File: src/rtl/pkt_header_insert.sv
// Avalon-ST header inserter: FWFT input FIFO, one header beat per packet, orphan drop, eop-less termination.
// Define PKT_HDR_INSERT_STATS_EN to add the stat_pkts/stat_drops/stat_terms counters and ports.
module pkt_header_insert #(
    parameter int DATA_WIDTH    = 64,
    parameter int FIFO_DEPTH    = 32,
    parameter int NODE_ID       = 7,
    parameter int NODE_ID_WIDTH = 4,
    parameter int SEQ_WIDTH     = 28,
    localparam int EW           = $clog2(DATA_WIDTH / 8)
) (
    input  logic                  clk,
    input  logic                  reset,
    input  logic                  hdr_en,
    input  logic                  in_valid,
    input  logic                  in_sop,
    input  logic                  in_eop,
    input  logic                  in_error,
    input  logic [EW-1:0]         in_empty,
    input  logic [DATA_WIDTH-1:0] in_data,
    output logic                  in_ready,
    output logic                  out_valid,
    output logic                  out_sop,
    output logic                  out_eop,
    output logic                  out_error,
    output logic [EW-1:0]         out_empty,
    output logic [DATA_WIDTH-1:0] out_data,
    input  logic                  out_ready
`ifdef PKT_HDR_INSERT_STATS_EN
    ,
    output logic [31:0]           stat_pkts,
    output logic [15:0]           stat_drops,
    output logic [15:0]           stat_terms
`endif
);
    localparam int AW = $clog2(FIFO_DEPTH);
    localparam int WW = DATA_WIDTH + EW + 3;
    localparam logic [AW:0]              USED_MAX  = (AW + 1)'(FIFO_DEPTH - 2);
    localparam logic [AW:0]              PTR_ONE   = (AW + 1)'(1);
    localparam logic [SEQ_WIDTH-1:0]     SEQ_ONE   = SEQ_WIDTH'(1);
    localparam logic [NODE_ID_WIDTH-1:0] NODE_ID_F = NODE_ID_WIDTH'(NODE_ID);
    localparam logic [0:0]               ST_IDLE   = 1'b0;
    localparam logic [0:0]               ST_BODY   = 1'b1;

    logic [WW-1:0]         mem_r [FIFO_DEPTH];
    logic [AW:0]           wr_ptr_r, rd_ptr_r;
    logic [AW:0]           used_s;
    logic                  fifo_empty_s, wr_en_s, pop_s;
    logic [WW-1:0]         head_s;
    logic                  head_sop_s, head_eop_s, head_err_s;
    logic [EW-1:0]         head_empty_s;
    logic [DATA_WIDTH-1:0] head_data_s;
    logic [0:0]            state_r, state_nxt_s;
    logic                  bypass_r, bypass_nxt_s;
    logic                  first_r, first_nxt_s;
    logic                  term_sel_s, seq_inc_s;
    logic [SEQ_WIDTH-1:0]  seq_r;

    function automatic logic [DATA_WIDTH-1:0] make_header(input logic [SEQ_WIDTH-1:0] seq);
        logic [DATA_WIDTH-1:0] h;
        h = {DATA_WIDTH{1'b0}};
        h[DATA_WIDTH-2 -: NODE_ID_WIDTH]             = NODE_ID_F;
        h[DATA_WIDTH-2-NODE_ID_WIDTH -: SEQ_WIDTH]   = seq;
        return h;
    endfunction

    assign used_s       = wr_ptr_r - rd_ptr_r;
    assign fifo_empty_s = (used_s == {(AW + 1){1'b0}});
    // Two-entry slack keeps in_ready a pure function of occupancy
    assign in_ready     = (used_s <= USED_MAX) && !reset;
    assign wr_en_s      = in_valid && in_ready;

    assign head_s       = mem_r[rd_ptr_r[AW-1:0]];
    assign head_sop_s   = head_s[WW-1];
    assign head_eop_s   = head_s[WW-2];
    assign head_err_s   = head_s[WW-3];
    assign head_empty_s = head_s[DATA_WIDTH +: EW];
    assign head_data_s  = head_s[DATA_WIDTH-1:0];

    // A sop at the head after the packet already delivered a beat means its eop was lost
    assign term_sel_s   = (state_r == ST_BODY) && !fifo_empty_s && head_sop_s && !first_r;

    // FIFO storage write
    always_ff @(posedge clk) begin
        if (wr_en_s) begin
            mem_r[wr_ptr_r[AW-1:0]] <= {in_sop, in_eop, in_error, in_empty, in_data};
        end
    end

    // FIFO pointers
    always_ff @(posedge clk or posedge reset) begin
        if (reset) begin
            wr_ptr_r <= {(AW + 1){1'b0}};
            rd_ptr_r <= {(AW + 1){1'b0}};
        end else begin
            if (wr_en_s) wr_ptr_r <= wr_ptr_r + PTR_ONE;
            if (pop_s)   rd_ptr_r <= rd_ptr_r + PTR_ONE;
        end
    end

    // Packet FSM, mode latch and sequence counter
    always_ff @(posedge clk or posedge reset) begin
        if (reset) begin
            state_r  <= ST_IDLE;
            bypass_r <= 1'b0;
            first_r  <= 1'b0;
            seq_r    <= {SEQ_WIDTH{1'b0}};
        end else begin
            state_r  <= state_nxt_s;
            bypass_r <= bypass_nxt_s;
            first_r  <= first_nxt_s;
            if (seq_inc_s) seq_r <= seq_r + SEQ_ONE;
        end
    end

    // Next state, pop and combinational source-side beat
    always_comb begin
        state_nxt_s  = state_r;
        bypass_nxt_s = bypass_r;
        first_nxt_s  = first_r;
        seq_inc_s    = 1'b0;
        pop_s        = 1'b0;
        out_valid    = 1'b0;
        out_sop      = 1'b0;
        out_eop      = 1'b0;
        out_error    = 1'b0;
        out_empty    = {EW{1'b0}};
        out_data     = {DATA_WIDTH{1'b0}};
        case (state_r)
            ST_IDLE: begin
                if (!fifo_empty_s && head_sop_s) begin
                    if (hdr_en) begin
                        out_valid = 1'b1;
                        out_sop   = 1'b1;
                        out_data  = make_header(seq_r);
                        if (out_ready) begin
                            seq_inc_s    = 1'b1;
                            state_nxt_s  = ST_BODY;
                            bypass_nxt_s = 1'b0;
                            first_nxt_s  = 1'b1;
                        end else begin
                            state_nxt_s  = ST_IDLE;
                        end
                    end else begin
                        state_nxt_s  = ST_BODY;
                        bypass_nxt_s = 1'b1;
                        first_nxt_s  = 1'b1;
                    end
                end else if (!fifo_empty_s) begin
                    pop_s = 1'b1;
                end else begin
                    state_nxt_s = ST_IDLE;
                end
            end
            ST_BODY: begin
                if (term_sel_s) begin
                    out_valid = 1'b1;
                    out_eop   = 1'b1;
                    out_error = 1'b1;
                    if (out_ready) begin
                        state_nxt_s = ST_IDLE;
                    end else begin
                        state_nxt_s = ST_BODY;
                    end
                end else if (!fifo_empty_s) begin
                    out_valid = 1'b1;
                    out_sop   = bypass_r & head_sop_s;
                    out_eop   = head_eop_s;
                    out_error = head_err_s;
                    out_empty = head_empty_s;
                    out_data  = head_data_s;
                    if (out_ready) begin
                        pop_s       = 1'b1;
                        first_nxt_s = 1'b0;
                        if (head_eop_s) begin
                            state_nxt_s = ST_IDLE;
                        end else begin
                            state_nxt_s = ST_BODY;
                        end
                    end else begin
                        state_nxt_s = ST_BODY;
                    end
                end else begin
                    state_nxt_s = ST_BODY;
                end
            end
            default: begin
                state_nxt_s = ST_IDLE;
            end
        endcase
    end

`ifdef PKT_HDR_INSERT_STATS_EN
    logic [31:0] stat_pkts_r;
    logic [15:0] stat_drops_r, stat_terms_r;

    // Statistics: packets wrap, drops and terminations saturate
    always_ff @(posedge clk or posedge reset) begin
        if (reset) begin
            stat_pkts_r  <= 32'd0;
            stat_drops_r <= 16'd0;
            stat_terms_r <= 16'd0;
        end else begin
            if (out_valid && out_ready && out_eop) stat_pkts_r <= stat_pkts_r + 32'd1;
            if (pop_s && (state_r == ST_IDLE) && (stat_drops_r != 16'hFFFF)) stat_drops_r <= stat_drops_r + 16'd1;
            if (term_sel_s && out_ready && (stat_terms_r != 16'hFFFF)) stat_terms_r <= stat_terms_r + 16'd1;
        end
    end

    assign stat_pkts  = stat_pkts_r;
    assign stat_drops = stat_drops_r;
    assign stat_terms = stat_terms_r;
`endif

endmodule
File: config.mk
export PLATFORM = sky130hd
export DESIGN_NAME = pkt_header_insert
export DESIGN_NICKNAME = d
export VERILOG_FILES = /design/src/rtl/pkt_header_insert.sv
export SDC_FILE = /design/constraint.sdc
export NUM_CORES = 2
export LEC_CHECK = 0
export CORE_MARGIN = 8
export CORE_UTILIZATION = 35
export CTS_BUF_LIST = sky130_fd_sc_hd__clkbuf_8 sky130_fd_sc_hd__clkbuf_16
export DETAILED_ROUTE_END_ITERATION = 6
export PLACE_DENSITY = 0.57
export SETUP_SLACK_MARGIN = 0.5
export SLEW_MARGIN = 25
export SYNTH_ARGS = -nofsm -noshare
export SYNTH_HDL_FRONTEND = slang
export SYNTH_SLANG_ARGS = --single-unit
File: constraint.sdc
create_clock -name clk -period 7.03 [get_ports clk]
set_input_delay 1.7575 -clock clk [delete_from_list [all_inputs] [get_ports clk]]
set_output_delay 1.7575 -clock clk [all_outputs]
set_load 0.02 [all_outputs]
==> results.sh <==
export IMPL_nNetsFinal=3985
export IMPL_reg2reg_depth=12
export IMPL_die_height_um=517
export IMPL_power_frac_seq=0.396
export IMPL_critical_path_class="reg -> out"
export IMPL_clock_fmax_mhz=158
export IMPL_clock_sinks=2283
export IMPL_hold_violations=0
export IMPL_ys_seq_area_frac=0.779
export IMPL_htree_levels=4
export IMPL_mostFrequentLayoutCell="edfxtp_1"
export IMPL_clkPwrFrac=0.291
export IMPL_ir_drop_mv=0.385
export IMPL_synth_area_top_cells="edfxtp_1 (77%), mux4_2 (18%), dfrtp_1 (1.2%)"
export IMPL_drv_cap=0
export IMPL_drtIter0Drc=5005
export IMPL_yosys_warnings=0
export IMPL_grt_pass1_vias=41400
export IMPL_placementRows=184
export IMPL_clk_pin_slew_ps=60
export IMPL_crit_start="wr_ptr_r[0]"
export IMPL_grt_pass1_wl_um=321000
export IMPL_cts_root_buf="clkbuf_16"
export IMPL_areaGrowthSynthToFinish_pct=15.0
export IMPL_wirelength_um=230000
export IMPL_dp_cells=7012
export IMPL_route_detailed_drc=0
export IMPL_numCtsBuffers=216
export IMPL_skew_ps=29.4
export IMPL_synth_flop_cell="edfxtp_1"
export IMPL_area_sequential_mm2=0.0684
export IMPL_hold_class="reg -> reg"
export IMPL_die_width_um=517
export IMPL_critPathLaunchType="flop"
export IMPL_nFillCells=21900
export IMPL_max_stage_delay_ps=550
export IMPL_synth_edf_count=2240
export IMPL_synthesis_area_mm2=0.0878
export IMPL_comb_power_share=0.313
export IMPL_mostFrequentLayoutCells="edfxtp_1 (2,240), mux4_2 (694), clkbuf_16 (223)"
export IMPL_p_int_w=0.0271
export IMPL_antenna_found_initial=29
export IMPL_synth_nets=3683
export IMPL_hpwl_um=112000
export IMPL_synth_top_area_frac=0.766
export IMPL_worstHoldStart="seq_r[27]"
export IMPL_arrival_ps=4570
export IMPL_cts_tree="yes"
export IMPL_total_power_w=0.0388
export IMPL_p_per_area_mw_per_mm2=384
export IMPL_reg2reg_slack_ps=2560
export IMPL_leakagePower_nw=31.3
export IMPL_r2r_start="wr_ptr_r[0]"
export IMPL_grt_start_max_net_pins=123
export IMPL_crit_path_end_kind="output port"
export IMPL_slew_violations=0
export IMPL_drtPass1Iterations=7
export IMPL_vias_per_cell=5.45
export IMPL_hold_path_end="seq_r[27]"
export IMPL_syn_inst=3596
export IMPL_worstPathCellList="inv_1 > ha_1 > inv_1 > fa_1 > a21o_1 > a21oi_1 > xnor2_1 > or3_1 > or2_0 > buf_4 > nand3_4 > buf_12 > buf_4 > a21oi_2 > clkdlybuf4s50_1"
export IMPL_core_area_mm2=0.250
export IMPL_period_needed_ps=6330
export IMPL_synth_cell_types=66
export IMPL_cp_max_fo=10
export IMPL_finalCritPeriodShare=0.900
export IMPL_r2r_end="mem_r[13][33]"
export IMPL_drive_gt1_frac=0.316
export IMPL_netSwitchingPower_w=0.0117
export IMPL_cts_hold_buf=0
export IMPL_multi_input_area_mm2=0.0188
export IMPL_yosysTopAreaCell="edfxtp_1"
export IMPL_async_flop_share=0.0188
export IMPL_start_util=0.350
export IMPL_gr_total_overflow=0
export IMPL_postRouteAntennaNets=0
export IMPL_relSlewSlack=0.252
export IMPL_dr_total_vias=40600
export IMPL_final_core_util=0.403
export IMPL_cp_slowest_cell="clkdlybuf4s50_1"
export IMPL_tns_ps=0
export IMPL_avgRoutedWirePerCell_um=30.9
export IMPL_hold_depth=1
export IMPL_boundaryPins=147
export IMPL_portBuffers=146
export IMPL_outcome="finished clean"
export IMPL_track_usage=0.169
export IMPL_worst_pin_slew_ps=1120
export IMPL_swShare=0.302
export IMPL_synth_area_per_cell_um2=24.4
export IMPL_setup_violations_final=0
export IMPL_gp_congestion=0.716
export IMPL_rsz0062_at_grt="yes"
export IMPL_worstSkewPairLatency_ps=830
export IMPL_stdcell_count=7439
export IMPL_ctsLongestPathBuffers=3
export IMPL_ys_ff_latch=2283
export IMPL_dieArea_mm2=0.267
export IMPL_worst_ep_required_time_ps=5270
what timing repair did:
action / CTS / global route
cloned: 3 / 3
endpoints found under the setup margin: 66 / 28
setup buffers: 7 / 3
gates resized for setup: 16 / 13
pin swaps: 1 / 0
critical path, delay by kind of cell (launching register included):
kind / cells / cell delay, ps
buffers and inverters: 6 / 1400
and+or+nand+nor: 3 / 780
adders and majority gates: 2 / 590
AOI/OAI and AO/OA: 3 / 440
DFF: 1 / 430
xor gates and xnor gates: 1 / 110
power groups by stage:
stage | clock network [W] | registers (W) | logic (W)
global route | 0.0120 | 0.0154 | 0.0129
global placement | 0 | 0.0156 | 0.0120
detailed placement | 0 | 0.0157 | 0.0120
CTS | 0.0115 | 0.0154 | 0.0123
finish | 0.0113 | 0.0154 | 0.0121
floorplan | 0 | 0.0156 | 0.00805
registers in the layout (all words and copies together) (netlist names):
signal,count
state_r,1
first_r,1
seq_r,28
mem_r,2240
rd_ptr_r,6
wr_ptr_r,6
bypass_r,1
cell type report:
| cell class | count | share of cell area |
|---|---|---|
| inverter | 12 | 0.000595 |
| antenna | 12 | 0.000297 |
| timing repair buffer | 272 | 0.0267 |
| sequential | 2283 | 0.677 |
| clock buffer | 220 | 0.0545 |
| multi-input combinational | 1113 | 0.186 |
| clock inverter | 179 | 0.0132 |
| tap | 3348 | 0.0415 |
per-stage QoR:
step	worst slack [ps]	hold WS [ps]	cell area [um2]
floorplan	567	442	87800
global placement	633	462	93900
detailed placement	701	462	93900
CTS	332	475	101000
global route	495	499	101000
finish	704	478	101000
worst max path at each step:
stage              endpoint  slack (ps)
6_report       out_data[23]         700
4_1_cts        out_data[49]         330
3_5_place_dp   out_data[37]         700
3_3_place_gp   out_data[37]         630
5_1_grt        out_data[23]         490
2_1_floorplan  mem_r[31][0]         570
routing by layer:
metal	GRT usage	routed length, um
met5	0	77
met4	0.0418	5620
met3	0.0388	17500
met2	0.268	109000
met1	0.238	97200
cell usage after synthesis (7+ instances only):
library cell / number
buf_6: 11
xnor2_1: 15
ha_1: 11
dfrtp_1: 43
nor4_2: 7
o2bb2ai_1: 27
a21oi_1: 10
edfxtp_1: 2240
buf_2: 78
nand3_1: 16
a21oi_2: 30
nor3_1: 9
nor2_1: 47
clkbuf_1: 63
mux4_2: 694
inv_1: 9
mux2i_1: 35
nand4_1: 10
buf_1: 35
nand2_1: 102
xor2_1: 25
logic make-up (layout without fill, tap and decap cells):
group / count (synthesis) / in the layout / share of synthesized area
AOI/OAI and AO/OA: 97 / 97 / 0.00904
other: 0 / 12 / 0
xor gates and xnor gates: 40 / 40 / 0.00399
and+or+nand+nor: 229 / 231 / 0.0130
DFF: 2283 / 2283 / 0.779
buffers and inverters: 202 / 683 / 0.0109
adders and majority gates: 12 / 12 / 0.00180
muxes: 733 / 733 / 0.183
Note: power is estimated with default switching activity, not from simulation.
